**src/rtl/time_entry_ctrl.sv**
```systemverilog
// Keypad time-entry controller: shifts BCD digit keys into an HH:MM buffer and strobes a load into the time counter.
// Build option: define TIME_RANGE_CHECK_EN to reject out-of-range times (ERROR state, entry_error pulse).
module time_entry_ctrl #(
    parameter int unsigned TIMEOUT_SEC = 10
) (
    input  logic       clk,
    input  logic       reset,
    input  logic       one_second,
    input  logic       key_valid,
    input  logic [3:0] key,
    input  logic       set_time,
    output logic [3:0] new_current_time_ms_hr,
    output logic [3:0] new_current_time_ls_hr,
    output logic [3:0] new_current_time_ms_min,
    output logic [3:0] new_current_time_ls_min,
    output logic       load_new_c,
    output logic       entry_busy,
    output logic       entry_error,
    output logic [2:0] digit_count
);

`ifdef TIME_RANGE_CHECK_EN
    typedef enum logic [2:0] {S_IDLE, S_ENTRY, S_CHECK, S_LOAD, S_ERROR} state_t;
`else
    typedef enum logic [2:0] {S_IDLE, S_ENTRY, S_CHECK, S_LOAD} state_t;
`endif

    localparam logic [7:0] TMO_LAST = 8'(TIMEOUT_SEC - 1);

    state_t     state_q, state_d;
    // dig_q[0] is tens-of-hours, dig_q[3] is units-of-minutes (newest digit).
    logic [3:0] dig_q [4];
    logic [3:0] dig_d [4];
    logic [2:0] cnt_q, cnt_d;
    logic [7:0] tmo_q, tmo_d;
    logic       load_q, load_d;
    logic       busy_q;
    logic       is_digit, is_clear;

    assign is_digit = key_valid && (key <= 4'd9);
    assign is_clear = key_valid && (key == 4'hA);

`ifdef TIME_RANGE_CHECK_EN
    logic err_q, err_d;
    logic time_valid;

    assign time_valid = (dig_q[0] <= 4'd2) && (dig_q[2] <= 4'd5) &&
                        (dig_q[1] <= 4'd9) && (dig_q[3] <= 4'd9) &&
                        !((dig_q[0] == 4'd2) && (dig_q[1] > 4'd3));
`endif

    always_comb begin
        state_d = state_q;
        dig_d   = dig_q;
        cnt_d   = cnt_q;
        tmo_d   = tmo_q;
        load_d  = 1'b0;
`ifdef TIME_RANGE_CHECK_EN
        err_d   = 1'b0;
`endif
        case (state_q)
            S_IDLE: begin
                if (is_digit && !set_time) begin
                    dig_d[0] = 4'd0;
                    dig_d[1] = 4'd0;
                    dig_d[2] = 4'd0;
                    dig_d[3] = key;
                    cnt_d    = 3'd1;
                    tmo_d    = 8'd0;
                    state_d  = S_ENTRY;
                end
            end
            S_ENTRY: begin
                // set_time outranks any key arriving in the same cycle.
                if (set_time) begin
                    tmo_d   = 8'd0;
                    state_d = (cnt_q == 3'd0) ? S_IDLE : S_CHECK;
                end else if (is_digit) begin
                    for (int i = 0; i < 3; i++) dig_d[i] = dig_q[i+1];
                    dig_d[3] = key;
                    cnt_d    = (cnt_q == 3'd4) ? 3'd4 : cnt_q + 3'd1;
                    tmo_d    = 8'd0;
                end else if (is_clear) begin
                    for (int i = 0; i < 4; i++) dig_d[i] = 4'd0;
                    cnt_d = 3'd0;
                    tmo_d = 8'd0;
                end else if (one_second) begin
                    if (tmo_q == TMO_LAST) begin
                        for (int i = 0; i < 4; i++) dig_d[i] = 4'd0;
                        cnt_d   = 3'd0;
                        tmo_d   = 8'd0;
                        state_d = S_IDLE;
                    end else begin
                        tmo_d = tmo_q + 8'd1;
                    end
                end
            end
            S_CHECK: begin
`ifdef TIME_RANGE_CHECK_EN
                state_d = time_valid ? S_LOAD : S_ERROR;
`else
                state_d = S_LOAD;
`endif
            end
            S_LOAD: begin
                load_d  = 1'b1;
                state_d = S_IDLE;
            end
`ifdef TIME_RANGE_CHECK_EN
            S_ERROR: begin
                err_d = 1'b1;
                for (int i = 0; i < 4; i++) dig_d[i] = 4'd0;
                cnt_d   = 3'd0;
                state_d = S_IDLE;
            end
`endif
            default: state_d = S_IDLE;
        endcase
    end

    always_ff @(posedge clk or posedge reset) begin
        if (reset) begin
            state_q <= S_IDLE;
            dig_q   <= '{default: 4'd0};
            cnt_q   <= 3'd0;
            tmo_q   <= 8'd0;
            load_q  <= 1'b0;
            busy_q  <= 1'b0;
        end else begin
            state_q <= state_d;
            dig_q   <= dig_d;
            cnt_q   <= cnt_d;
            tmo_q   <= tmo_d;
            load_q  <= load_d;
            busy_q  <= (state_d != S_IDLE);
        end
    end

`ifdef TIME_RANGE_CHECK_EN
    always_ff @(posedge clk or posedge reset) begin
        if (reset) err_q <= 1'b0;
        else       err_q <= err_d;
    end
    assign entry_error = err_q;
`else
    assign entry_error = 1'b0;
`endif

    assign new_current_time_ms_hr  = dig_q[0];
    assign new_current_time_ls_hr  = dig_q[1];
    assign new_current_time_ms_min = dig_q[2];
    assign new_current_time_ls_min = dig_q[3];
    assign load_new_c              = load_q;
    assign entry_busy              = busy_q;
    assign digit_count             = cnt_q;

endmodule

```
**config.mk**
```make
export PLATFORM = sky130hd
export DESIGN_NAME = time_entry_ctrl
export DESIGN_NICKNAME = d
export VERILOG_FILES = /design/src/rtl/time_entry_ctrl.sv
export SDC_FILE = /design/constraint.sdc
export NUM_CORES = 1
export LEC_CHECK = 0
export ABC_CLOCK_PERIOD_IN_PS = 2700
export BUFFER_PORTS_ARGS = -buffer_cell sky130_fd_sc_hd__buf_2
export CAP_MARGIN = 20
export CORE_MARGIN = 2
export CORE_UTILIZATION = 55
export CTS_CLUSTER_SIZE = 30
export DETAILED_ROUTE_END_ITERATION = 7
export PLACE_DENSITY = 0.87
export SYNTH_ARGS = -nofsm -noshare
export SYNTH_HDL_FRONTEND = slang
export SYNTH_SLANG_ARGS = --single-unit
```
**constraint.sdc**
```tcl
create_clock -name clk -period 2.7 [get_ports clk]
set_clock_uncertainty 0.2 [all_clocks]
set_input_delay 0.675 -clock clk [delete_from_list [all_inputs] [get_ports clk]]
set_output_delay 0.675 -clock clk [all_outputs]
set_load 0.005 [all_outputs]
```
==> results of run 1 <==
Yosys cell counts (2+ instances only):
library cell               instances
sky130_fd_sc_hd__nand3b_1          2
sky130_fd_sc_hd__o311ai_0          4
sky130_fd_sc_hd__nand2_1          18
sky130_fd_sc_hd__inv_1            21
sky130_fd_sc_hd__mux2i_1          15
sky130_fd_sc_hd__nand3_1           7
sky130_fd_sc_hd__nor2b_1           2
sky130_fd_sc_hd__nor3_1            2
sky130_fd_sc_hd__a31oi_1           2
sky130_fd_sc_hd__nand2b_1          7
sky130_fd_sc_hd__o21ai_0           4
sky130_fd_sc_hd__dfrtp_1          32
sky130_fd_sc_hd__mux2_2            3
sky130_fd_sc_hd__or2_2             2
sky130_fd_sc_hd__and3_1            2
sky130_fd_sc_hd__a21oi_1           8
sky130_fd_sc_hd__nor2_1            4
sky130_fd_sc_hd__ha_1              4
sky130_fd_sc_hd__nand4_1           2
cell type report:
type | instances | area, µm² | area share, %
Multi-Input combinational cell | 109 | 783 | 39.3
Clock buffer | 6 | 41.3 | 2.07
Inverter | 21 | 78.8 | 3.95
Sequential cell | 32 | 801 | 40.2
Clock inverter | 2 | 35.0 | 1.76
Timing Repair Buffer | 38 | 213 | 10.7
Tap cell | 33 | 41.3 | 2.07
per-stage QoR:
stage / instance area (µm²) / std cells / worst slack [ps]
6_report: 1990 / 241 / 249
5_1_grt: 1990 / 241 / 114
4_1_cts: 1990 / 241 / 272
3_5_place_dp: 1920 / 233 / 182
3_3_place_gp: 1920 / 233 / 236
2_1_floorplan: 1700 / 166 / 555
registers in the layout, summed over array words and instances (netlist names):
name and count:
tmo_q 8, new_current_time_ls_hr 4, new_current_time_ls_min 4, new_current_time_ms_hr 4
new_current_time_ms_min 4, digit_count 3, state_q 3, entry_busy 1
load_new_c 1
logic make-up (layout without fill, tap and decap cells):
kind of cell	after synthesis	count (layout)	synth area share [%]
mux	19	19	11.7
simple gates	54	54	18.6
other cells	1	2	0.221
fa+ha+maj	4	4	2.95
flops	32	32	47.2
compound gates	30	30	12.4
buf+inv	25	67	6.93
layer usage:
layer | share of wire [%] | vias up | track usage, % | routed length [µm]
met1 | 44 | 641 | 26.9 | 1440
met2 | 48 | 54 | 33.8 | 1550
met3 | 6.1 | 8 | 4.59 | 198
li1 | - | 655 | - | -
met4 | 2.2 | 0 | 11.7 | 72
met5 | 0 | - | 0 | 0
how the worst max path moves through the flow:
stage | endpoint | depth (start not counted)
after floorplan | new_current_time_ls_min[0]$_DFFE_PP0P_ | 6
after global placement | new_current_time_ms_min[2]$_DFFE_PP0P_ | 7
after detailed placement | new_current_time_ms_min[3]$_DFFE_PP0P_ | 7
after CTS | new_current_time_ms_min[3]$_DFFE_PP0P_ | 7
after global routing | new_current_time_ms_min[3]$_DFFE_PP0P_ | 7
final | new_current_time_ms_min[3]$_DFFE_PP0P_ | 7
worst min-delay path, cell delays in order:
cell	delay, ps
sky130_fd_sc_hd__buf_2	90
sky130_fd_sc_hd__inv_1	40
sky130_fd_sc_hd__buf_4	340
power by group:
group,switching (µW),internal [µW],total [µW]
Combinational,73.7,75.5,149
Sequential,30.3,514,545
Clock,161,194,355
Total,265,784,1050
==> results summary, run 1 <==
The worst register-to-register path has a depth of 7. The highest-delay cell along the critical path is sky130_fd_sc_hd__a22oi_2. Before antenna repair, the detailed router went through 4 iterations. The synthesized area came out at roughly 1700 µm². The repair_antennas step left the layout with diodes totalling 0.

The congestion estimate from routability-driven global placement came to 0.804. The die width came out at approximately 60 µm. The overall power after layout is 1050 µW.

The share of synthesized area occupied by flip-flops and latches came out at 47.2%. The number of antenna violations at the first check in global routing is 0. After global routing the overflow that remains totals 0. Counting distinct cell types in the post-synthesis netlist gives 43. The biggest fanout along the worst timing path came out at 13.

The cell sitting at the root of the clock tree is a sky130_fd_sc_hd__clkbuf_4. The power density over the cells is about 530 nW/µm². The final critical delay including setup and external delays came out at 2450 ps. The clock insertion delay at the later pin of the skew report is about 340 ps.

The top cell type's share of synthesized area is 47.2%. The worst setup path is captured at a flip-flop. Setup total negative slack on the finished layout was measured at 0 ps. The class of the most critical hold timing path is in -> async.

The async set or reset register ratio after synthesis is 100%. Counting flops with a built-in enable in the synthesized netlist gives 0. In the layout the commonest cells are sky130_fd_sc_hd__dfrtp_1 (32), sky130_fd_sc_hd__buf_2 (29), sky130_fd_sc_hd__inv_1 (21). For this design the static power due to leakage is 0.00102 µW. The endpoint required time on the critical path is 2760 ps.

The per-cell routed wire length came out at 13.5 µm. The flow ran to the end, and the final reports show no timing, DRC or antenna violations. The register clock-pin slew on the reported worst setup and hold paths is 100 ps. After clock tree synthesis, the setup repair step added 0 buffers. Port buffering added 29 buffers. Of the cells placed in the final design, the portion with a size suffix greater than 1 is between 20 and 30%. The warning count from the yosys run is 0.

After synthesis, the mean cell area works out to 10.3 µm². The buffering stage count on the worst path with inverters included is 1. The worst pin sits at a relative slew slack of 49.2%. Walking the worst path, the cells encountered are ha_1, and4bb_2, nand2_1, o21ai_0, a22oi_2, buf_4, mux2i_1.

The worst setup path is launched from a flip-flop. Setup violations remaining at the end of the flow were counted as 0. The slew at the pin with the worst max-slew slack came out at around 760 ps. The growth of design area from synthesis to finish is 17.4%. Using the TritonRoute via totals, the vias-per-cell ratio works out to between 5 and 6. The overall die height is 59.6 µm. Measured on the finished design, the core utilization comes to 66.4%. The number of instances in the synthesized netlist is 165. Setup repair after global routing left no endpoint under its margin. The most common library cell in the layout ignoring fill and taps is sky130_fd_sc_hd__dfrtp_1. The critical path data arrival time came out at 2510 ps. Hold is met by 190 ps.

No sink is reached through more buffers than the 2 on the longest clock path. TritonCTS built the clock tree. The final number of hold-violating endpoints was 0. The register-to-register setup slack came out at 250 ps. The timing-limited maximum frequency came out at 408 MHz. The most frequently used flop master after synthesis is sky130_fd_sc_hd__dfrtp_1.

Broken down by cell family, the worst path's largest delay share belongs to compound AO/OA/AOI/OAI gates. The worst path uses roughly nine tenths of the clock period. The starting density of the core is 56.5%.

The post-detailed-route count of antenna-violating nets came out at 0. Sorting the synthesized cells by area gives the leading types as sky130_fd_sc_hd__dfrtp_1 (47%), sky130_fd_sc_hd__mux2i_1 (8.8%), sky130_fd_sc_hd__inv_1 (4.6%). After detailed routing, the total wire length is between 3 and 4 mm.

The number of filler instances in the final layout is 233. The maximum number of pins on one net before global-route repair is 33. The detailed router finished its first iteration with roughly 60 violations.

The number of cells upsized or downsized after cts came out at 0. Clock tree synthesis inserted a total of 5 buffers. The setup path with the least slack is of type reg -> reg. The most critical setup path has its startpoint at tmo_q[0]$_DFFE_PP0P_. The number of buffers added to fix hold violations after cts came out at 0.

The overall track demand over capacity in global routing is 21.2%. The standard-cell row count is 20. The reg-to-reg critical path startpoint is tmo_q[0]$_DFFE_PP0P_. The maximum vdd drop is 0.370 mV.

The die area came out at between 3000 and 4000 µm². For this run, the post-layout net count is 220. The largest stage delay on the critical path came out at ~640 ps. The via count of the first global-routing pass is 1,308. The detailed-route DRC error count came out at 0. Clock tree synthesis found a total of 32 sinks.

The max-cap violation count came out at 0. The total count of max-transition violations in the final report is 0. The total of flip-flops plus latches after synthesis came out at 32. The wire length of the first global-routing pass is between 5 and 6 mm.

The H-tree depth came out at 2. The capturing point of the worst reg2reg path is new_current_time_ms_min[3]$_DFFE_PP0P_. The wire-length estimate of the detail-placed layout is between 2 and 2.5 mm. The I/O pin count is 31. The library cell with the largest summed area after synthesis is sky130_fd_sc_hd__dfrtp_1.

The vias after detailed routing came out at around 1,400. The region available for standard cell placement spans 3000 µm².
No activity file was read; power rests on OpenSTA's default activity.
==> inputs of run 2 (changes only) <==
==> constraint.sdc (replaced) <==
create_clock -name clk -period 2.7 [get_ports clk]
set_clock_uncertainty 0.2 [all_clocks]
set_input_delay 0.405 -clock clk [delete_from_list [all_inputs] [get_ports clk]]
set_output_delay 0.405 -clock clk [all_outputs]
set_load 0.005 [all_outputs]
==> run 2 against run 1 <==
  * Hold slack better by 40 ps
  * Cell count is 2.1% lower
  * Largest power group unchanged
  * Global-route usage is 0.94 points lower
  * Critical endpoint is now new_current_time_ls_min[0]$_DFFE_PP0P_
==> results summary, run 2 (synthesis gave the netlist of run 1 again) <==
Leaving out fill and tap cells, the most frequent cell in the layout is sky130_fd_sc_hd__dfrtp_1. The number of buffers created by CTS is 5 (unchanged). The number of filler instances in the final layout came out at 247 (+6.0%). The maximum number of pins on one net before global-route repair is 33 (unchanged). The timing-limited maximum frequency came out at 429 MHz (+5.3%). The startpoint identified for the worst register-to-register timing path is tmo_q[0]$_DFFE_PP0P_. The area of the placeable core came out at 3000 µm² (unchanged). The count of input and output buffers came out at 29 (unchanged). Setup repair after global routing left no endpoint under its margin. The growth of design area from synthesis to finish is 15.3%.

The die width came out at 59.6 µm (unchanged). The final cycle utilization of the critical path is 86.2% (-4.5 points). The register with the most flip-flops in the final layout is tmo_q. TritonCTS built the clock tree.

The path class of the tightest hold or removal check is in -> reg. The post-detailed-route count of antenna-violating nets was 0 (unchanged). The vias after detailed routing was 1,285 (-5.4%).

The H-tree depth came out at 2 (unchanged). The power density over the cells is 531 nW/µm² (+1.0%). The detailed-route wire length came to 3.12 mm (-4.2%). The worst setup path is launched from a flip-flop. The type of destination of the critical path is a flip-flop. The standard-cell row count came out at 20 (unchanged). The final critical delay including setup and external delays came to 2330 ps (-122 ps).

The reported net switching power came to 261 µW (-1.3%). The met3 wire length is 193 µm (-2.5%). The minimum setup slack after placement is 391 ps (+209 ps). The worst-case reg-to-reg path depth is 7 (unchanged). The per-cell routed wire length is 13.2 µm (-2.1%). The fraction of power consumed by sequential logic came out at 52.2% (+0.3 points). The critical path data arrival time is 2360 ps (-150 ps). The worst register-to-register path ends at new_current_time_ls_min[0]$_DFFE_PP0P_. The post-route worst hold slack came to 231 ps (+40.3 ps). The fraction of power consumed by combinational cells came out at 13.8% (-0.4 points). The slew at the pin with the worst max-slew slack came out at 522 ps (-240 ps). The final-layout setup total negative slack was 0 ps (unchanged). By startpoint and endpoint, the worst setup path is classified as reg -> reg. The total inserted antenna cells came out at 0 (unchanged). The max-cap violation count came out at 0 (unchanged). The overall die height came out at 59.6 µm (unchanged).

The biggest fanout along the worst timing path is 19 (+6). The sum of routed wire segments on met1 was 1.45 mm (+0.77%). The last element of the critical path is new_current_time_ls_min[0]$_DFFE_PP0P_. The number of DRC violations after detailed-routing iteration 0 was 40 (-34%). The last weighted congestion value of the routability-driven placer is 0.792 (-1.5%). The sum of overflow across all layers after global routing came out at 0 (unchanged).

The routed length on met2 was 1.40 mm (-9.8%). The via count of the first global-routing pass is 1,212 (-7.3%). In the layout the commonest cells are sky130_fd_sc_hd__dfrtp_1 (32), sky130_fd_sc_hd__buf_2 (29), sky130_fd_sc_hd__inv_1 (21).

The die area came out at 3550 µm² (unchanged). The remaining max-slew budget at the tightest pin came to 65.1% (+16 points). The overall track demand over capacity in global routing came to 20.3% (-0.94 points).

The final number of hold-violating endpoints is 0 (unchanged). The final worst setup slack is 372 ps (+122 ps). The number of antenna violations at the first check in global routing came out at 0 (unchanged). The most critical setup path has its startpoint at tmo_q[0]$_DFFE_PP0P_. The tree is rooted in a sky130_fd_sc_hd__clkbuf_4. The detailed-route DRC error count came out at 0 (unchanged).

The endpoint required time on the critical path came to 2730 ps (-30 ps). The register clock-pin slew on the reported worst setup and hold paths is 100 ps (about the same). The standby leakage power is 0.000993 µW (-2.3%). The number of flip-flops under the largest register name came out at 8 (unchanged). The highest layer touched by signal routing is met4. The mean number of vias per cell came out at 5.44 (-3.4%). The register-to-register setup slack is 370 ps (+120 ps). The setup-violating endpoint count in the final report is 0 (unchanged). The share of total power consumed by net switching is 25.1% (-0.14 points). The run finished with clean final reports. The I/O pin count came out at 31 (unchanged). The starting density of the core came to 56.5% (unchanged). The buffer depth of the longest clock path came out at 2 (unchanged). The total iterations of the first detailed-routing run is 4 (unchanged). The layout cell share with drive strength beyond 1 came out at 25.1% (-2.3 points). The half-perimeter wire length after placement came out at 2.26 mm (-6.8%). The wire length of the first global-routing pass is 5.22 mm (-6.8%).

The count of clock tree sinks came out at 32 (unchanged). The number of cells upsized or downsized after cts came to 0 (unchanged). The maximum vdd drop is 0.335 mV (-9.5%). The clock insertion delay at the later pin of the skew report came to 340 ps (about the same).

The internal power component came out at 779 µW (-0.57%). The core utilization of the finished layout was 65.2% (-1.2 points). The total count of max-transition violations in the final report is 0 (unchanged).

The number of nets in the final layout came out at 215 (-2.3%). The clock power share came to 34.0% (+0.2 points).
==> run 2: cell types whose count changed in the layout (fill, tap and decap cells not counted) <==
cell | before | now
sky130_fd_sc_hd__buf_4 | 9 | 3
sky130_fd_sc_hd__dlygate4sd3_1 | 0 | 1
==> run 2: critical path, stage by stage, from the launching register on <==
cell	delay [ps]
sky130_fd_sc_hd__dfrtp_1	430
sky130_fd_sc_hd__ha_1	210
sky130_fd_sc_hd__and4bb_2	220
sky130_fd_sc_hd__nand2_1	170
sky130_fd_sc_hd__o21ai_0	130
sky130_fd_sc_hd__a22oi_2	160
sky130_fd_sc_hd__buf_4	310
sky130_fd_sc_hd__mux2_2	370
==> run 2: how the worst min path moves through the flow <==
stage | startpoint | to | slack (ps) | cells after the start
4_1_cts | one_second | tmo_q[2]$_DFFE_PP0P_ | 200 | 3
5_1_grt | one_second | tmo_q[2]$_DFFE_PP0P_ | 230 | 3
2_1_floorplan | state_q[2]$_DFF_PP0_ | load_new_c$_DFF_PP0_ | 260 | 1
3_5_place_dp | state_q[2]$_DFF_PP0_ | load_new_c$_DFF_PP0_ | 290 | 1
3_3_place_gp | state_q[2]$_DFF_PP0_ | load_new_c$_DFF_PP0_ | 290 | 1
6_report | one_second | tmo_q[2]$_DFFE_PP0P_ | 230 | 3
==> run 2: power by group through the flow <==
stage | sequential (µW) | combinational [µW] | clock, µW
floorplan | 552 | 84.1 | 0
global placement | 551 | 138 | 0
detailed placement | 552 | 144 | 0
CTS | 543 | 146 | 373
global route | 549 | 160 | 387
finish | 543 | 144 | 353
==> run 2: metrics by stage <==
| step | power, µW | area [µm²] | std cells |
|---|---|---|---|
| 2_1_floorplan | 636 | 1700 | 166 |
| 3_3_place_gp | 690 | 1870 | 227 |
| 3_5_place_dp | 696 | 1870 | 227 |
| 4_1_cts | 1060 | 1960 | 236 |
| 5_1_grt | 1100 | 1960 | 236 |
| 6_report | 1040 | 1960 | 236 |
==> run 2: layer usage <==
metal | vias to the layer above | global-route usage, %
met5 | - | 0
met4 | 0 | 10.2
met3 | 10 | 7.64
met2 | 35 | 31.9
met1 | 597 | 24.4
li1 | 643 | -
==> run 2: repair_timing <==
action | CTS | global route
endpoints found under the hold margin | 32 | 0
buffers inserted | 0 | 0
hold buffers | 1 | 0
==> run 2: cell type report <==
cell class / instances / area, µm² / share of cell area, %
Clock buffer: 6 / 41.3 / 2.11
Tap cell: 33 / 41.3 / 2.11
Clock inverter: 2 / 35.0 / 1.79
Sequential cell: 32 / 801 / 40.9
Timing Repair Buffer: 33 / 178 / 9.07
Inverter: 21 / 78.8 / 4.03
Multi-Input combinational cell: 109 / 783 / 40.0
==> inputs of run 3 (changes only) <==
--- a/config.mk
+++ b/config.mk
@@ -8,11 +8,12 @@
 export ABC_CLOCK_PERIOD_IN_PS = 2700
 export BUFFER_PORTS_ARGS = -buffer_cell sky130_fd_sc_hd__buf_2
 export CAP_MARGIN = 20
+export CORE_ASPECT_RATIO = 1.2
 export CORE_MARGIN = 2
-export CORE_UTILIZATION = 55
+export CORE_UTILIZATION = 38
 export CTS_CLUSTER_SIZE = 30
 export DETAILED_ROUTE_END_ITERATION = 7
-export PLACE_DENSITY = 0.87
+export PLACE_DENSITY = 0.66
 export SYNTH_ARGS = -nofsm -noshare
 export SYNTH_HDL_FRONTEND = slang
 export SYNTH_SLANG_ARGS = --single-unit
==> run 3 against run 2 <==
  * The run now ends with negative hold slack left
  * Cell count rose by 11%
  * Clock power rose by 27%
  * Register-to-register slack got worse by 180 ps
  * Count of clock-buffer cells in the layout did not move
==> results summary, run 3 (synthesis gave the netlist of run 1 again) <==
The number of flip-flops under the largest register name is 8 (unchanged). The cell area after layout is 2040 µm² (+4.1%). The overall track demand over capacity in global routing is 14.7% (-5.6 points). The number of antenna violations at the first check in global routing is 0 (unchanged). The post-placement cell count came out at 254 (+12%).

The most flop-heavy register is tmo_q. The register clock-pin slew on the reported worst setup and hold paths is 70 ps (-30 ps). The largest individual stage delay along the critical path comes from the cell sky130_fd_sc_hd__a22oi_2. The timing-limited maximum frequency came out at 398 MHz (-7.2%). The standard-cell row count came out at 26 (+30%).

The flow ran to the end, but the final reports show violations. The max-cap violation count is 0 (unchanged). The placement-stage cell area is 1930 µm² (+3.1%). The detailed-route wire length is 3.30 mm (+5.5%). The number of filler instances in the final layout came out at 423 (+71%). Setup repair after global routing left no endpoint under its margin.

The number of DRC violations after detailed-routing iteration 0 was 59 (+48%). The final number of hold-violating endpoints is 24 (+24). The standby leakage power came out at 0.00102 µW (+2.8%).

The via count of the first global-routing pass came out at 1,234 (+1.8%). The maximum vdd drop came out at 0.229 mV (-32%). The die area is 5020 µm² (+42%).

The count of clock tree sinks was 32 (unchanged). The detailed-route DRC error count is 0 (unchanged). The power density over the cells came to 559 nW/µm² (+5.2%).

The die width was 65.0 µm (+9.2%). The total count of max-transition violations in the final report came to 0 (unchanged). The post-route worst hold slack is -20.1 ps (-251 ps). The H-tree depth is 2 (unchanged). STA classifies the critical path startpoint as a flip-flop. The tightest min-delay check is of the in -> async type. The minimum setup slack after placement is 145 ps (-246 ps).

The growth of design area from synthesis to finish is 20.0%. The clock insertion delay at the later pin of the skew report came to 290 ps (-50 ps). TritonCTS built the clock tree. The number of nets in the final layout came out at 218 (+1.4%).

The post-detailed-route count of antenna-violating nets was 0 (unchanged). In the layout the commonest cells are sky130_fd_sc_hd__dfrtp_1 (32), sky130_fd_sc_hd__buf_2 (29), sky130_fd_sc_hd__inv_1 (21). The number of buffers created by CTS came out at 5 (unchanged). The half-perimeter wire length after placement is 2.45 mm (+8.1%). The total inserted antenna cells is 0 (unchanged). The tree is rooted in a sky130_fd_sc_hd__clkbuf_8. The final critical delay including setup and external delays is 2510 ps (+181 ps). The non-filler instance count after layout is 262 (+11%). The maximum number of pins on one net before global-route repair came out at 33 (unchanged). The biggest fanout along the worst timing path came to 14 (-5).

The final-layout setup total negative slack is 0 ps (unchanged). The I/O pin count came out at 31 (unchanged). The overall die height is 77.2 µm (+30%). The critical path is of the reg -> reg type.

The last weighted congestion value of the routability-driven placer came out at 0.795 (+0.44%). The critical path goes through ha_1, and4bb_2, nand2_1, o21ai_0, a22oi_2, buf_4, mux2i_1. The wire length of the first global-routing pass was 5.76 mm (+10%). The total iterations of the first detailed-routing run is 4 (unchanged). The starting density of the core is 39.5% (-17 points). The final worst setup slack is 190 ps (-181 ps). The mean number of vias per cell is 5.02 (-7.8%). The setup-violating endpoint count in the final report was 0 (unchanged). The largest stage delay on the critical path is 710 ps (+280 ps). The sum of overflow across all layers after global routing came out at 0 (unchanged).

The area of the placeable core came to 4290 µm² (+43%). The layout cell share with drive strength beyond 1 is 26.7% (+1.6 points). The slew at the pin with the worst max-slew slack came out at 924 ps (+401 ps). The buffer depth of the longest clock path came out at 2 (unchanged). The count of input and output buffers is 29 (unchanged). The remaining max-slew budget at the tightest pin is 38.4% (-27 points). The number of buffers added to fix hold violations after cts is 0 (-1). The critical path data arrival time was 2520 ps (+160 ps). The final cycle utilization of the critical path is 93.0% (+6.7 points). The overall power after layout is 1140 µW (+9.5%). The endpoint required time on the critical path is 2710 ps (-20 ps).

The per-cell routed wire length was 12.6 µm (-5.0%). The final reports fail on negative hold slack. The vias after detailed routing came out at 1,315 (+2.3%).

The most common library cell in the layout ignoring fill and taps is sky130_fd_sc_hd__dfrtp_1. The worst setup path is captured at a flip-flop.
## run 3: cell types whose count changed in the layout (fill, tap and decap cells not counted), sizes merged
cell and change:
buf +4, dlygate4sd3 -1
## run 3: timing repair
item,4_1_cts,5_1_grt
endpoints found under the setup margin,0,3
hold endpoints to repair,0,0
buffers inserted,0,0
gates resized for setup,0,0
## run 3: power breakdown
group	switching [µW]	total (µW)	internal, µW
clock	175	449	274
sequential	30.4	546	515
combinational	70.7	144	73.7
## run 3: cell type report
type | count | area [µm²] | share of cell area [%]
sequential | 32 | 801 | 39.3
multi-input combinational | 109 | 783 | 38.4
timing repair buffer | 36 | 198 | 9.70
inverter | 21 | 78.8 | 3.87
clock buffer | 6 | 72.6 | 3.56
tap | 56 | 70.1 | 3.44
clock inverter | 2 | 35.0 | 1.72
## run 3: worst max-delay path, delay by kind of cell, from the launching register on
family | cells | cell delay (ps)
compound gates | 2 | 800
fa+ha+maj | 1 | 210
buf+inv | 1 | 310
flops | 1 | 420
mux | 1 | 190
simple gates | 2 | 300
## run 3: path summary, 6_finish.rpt
check,cells after the start,start,slack [ps],end
worst max register to register,7,tmo_q[0]$_DFFE_PP0P_,190,digit_count[2]$_DFFE_PP0P_
worst min-delay path,3,reset,-20,new_current_time_ms_min[1]$_DFFE_PP0P_
max in group asynchronous,3,reset,2010,load_new_c$_DFF_PP0_
worst min register to register,1,state_q[2]$_DFF_PP0_,310,load_new_c$_DFF_PP0_
worst max-delay path,7,tmo_q[0]$_DFFE_PP0P_,190,digit_count[2]$_DFFE_PP0P_
min in group clk,3,one_second,290,tmo_q[2]$_DFFE_PP0P_
## run 3: layer usage
metal  track usage, %  routed length [µm]
met5                0                   0
met4             6.88                  68
met1             19.7                1550
met3             3.81                 158
met2             22.0                1520
## run 3: stage by stage
step	hold WS (ps)	utilization [%]
4_1_cts	0.754	47.5
2_1_floorplan	258	-
5_1_grt	26.6	47.5
3_5_place_dp	301	45.0
6_report	-20.1	47.5
3_3_place_gp	290	45.0
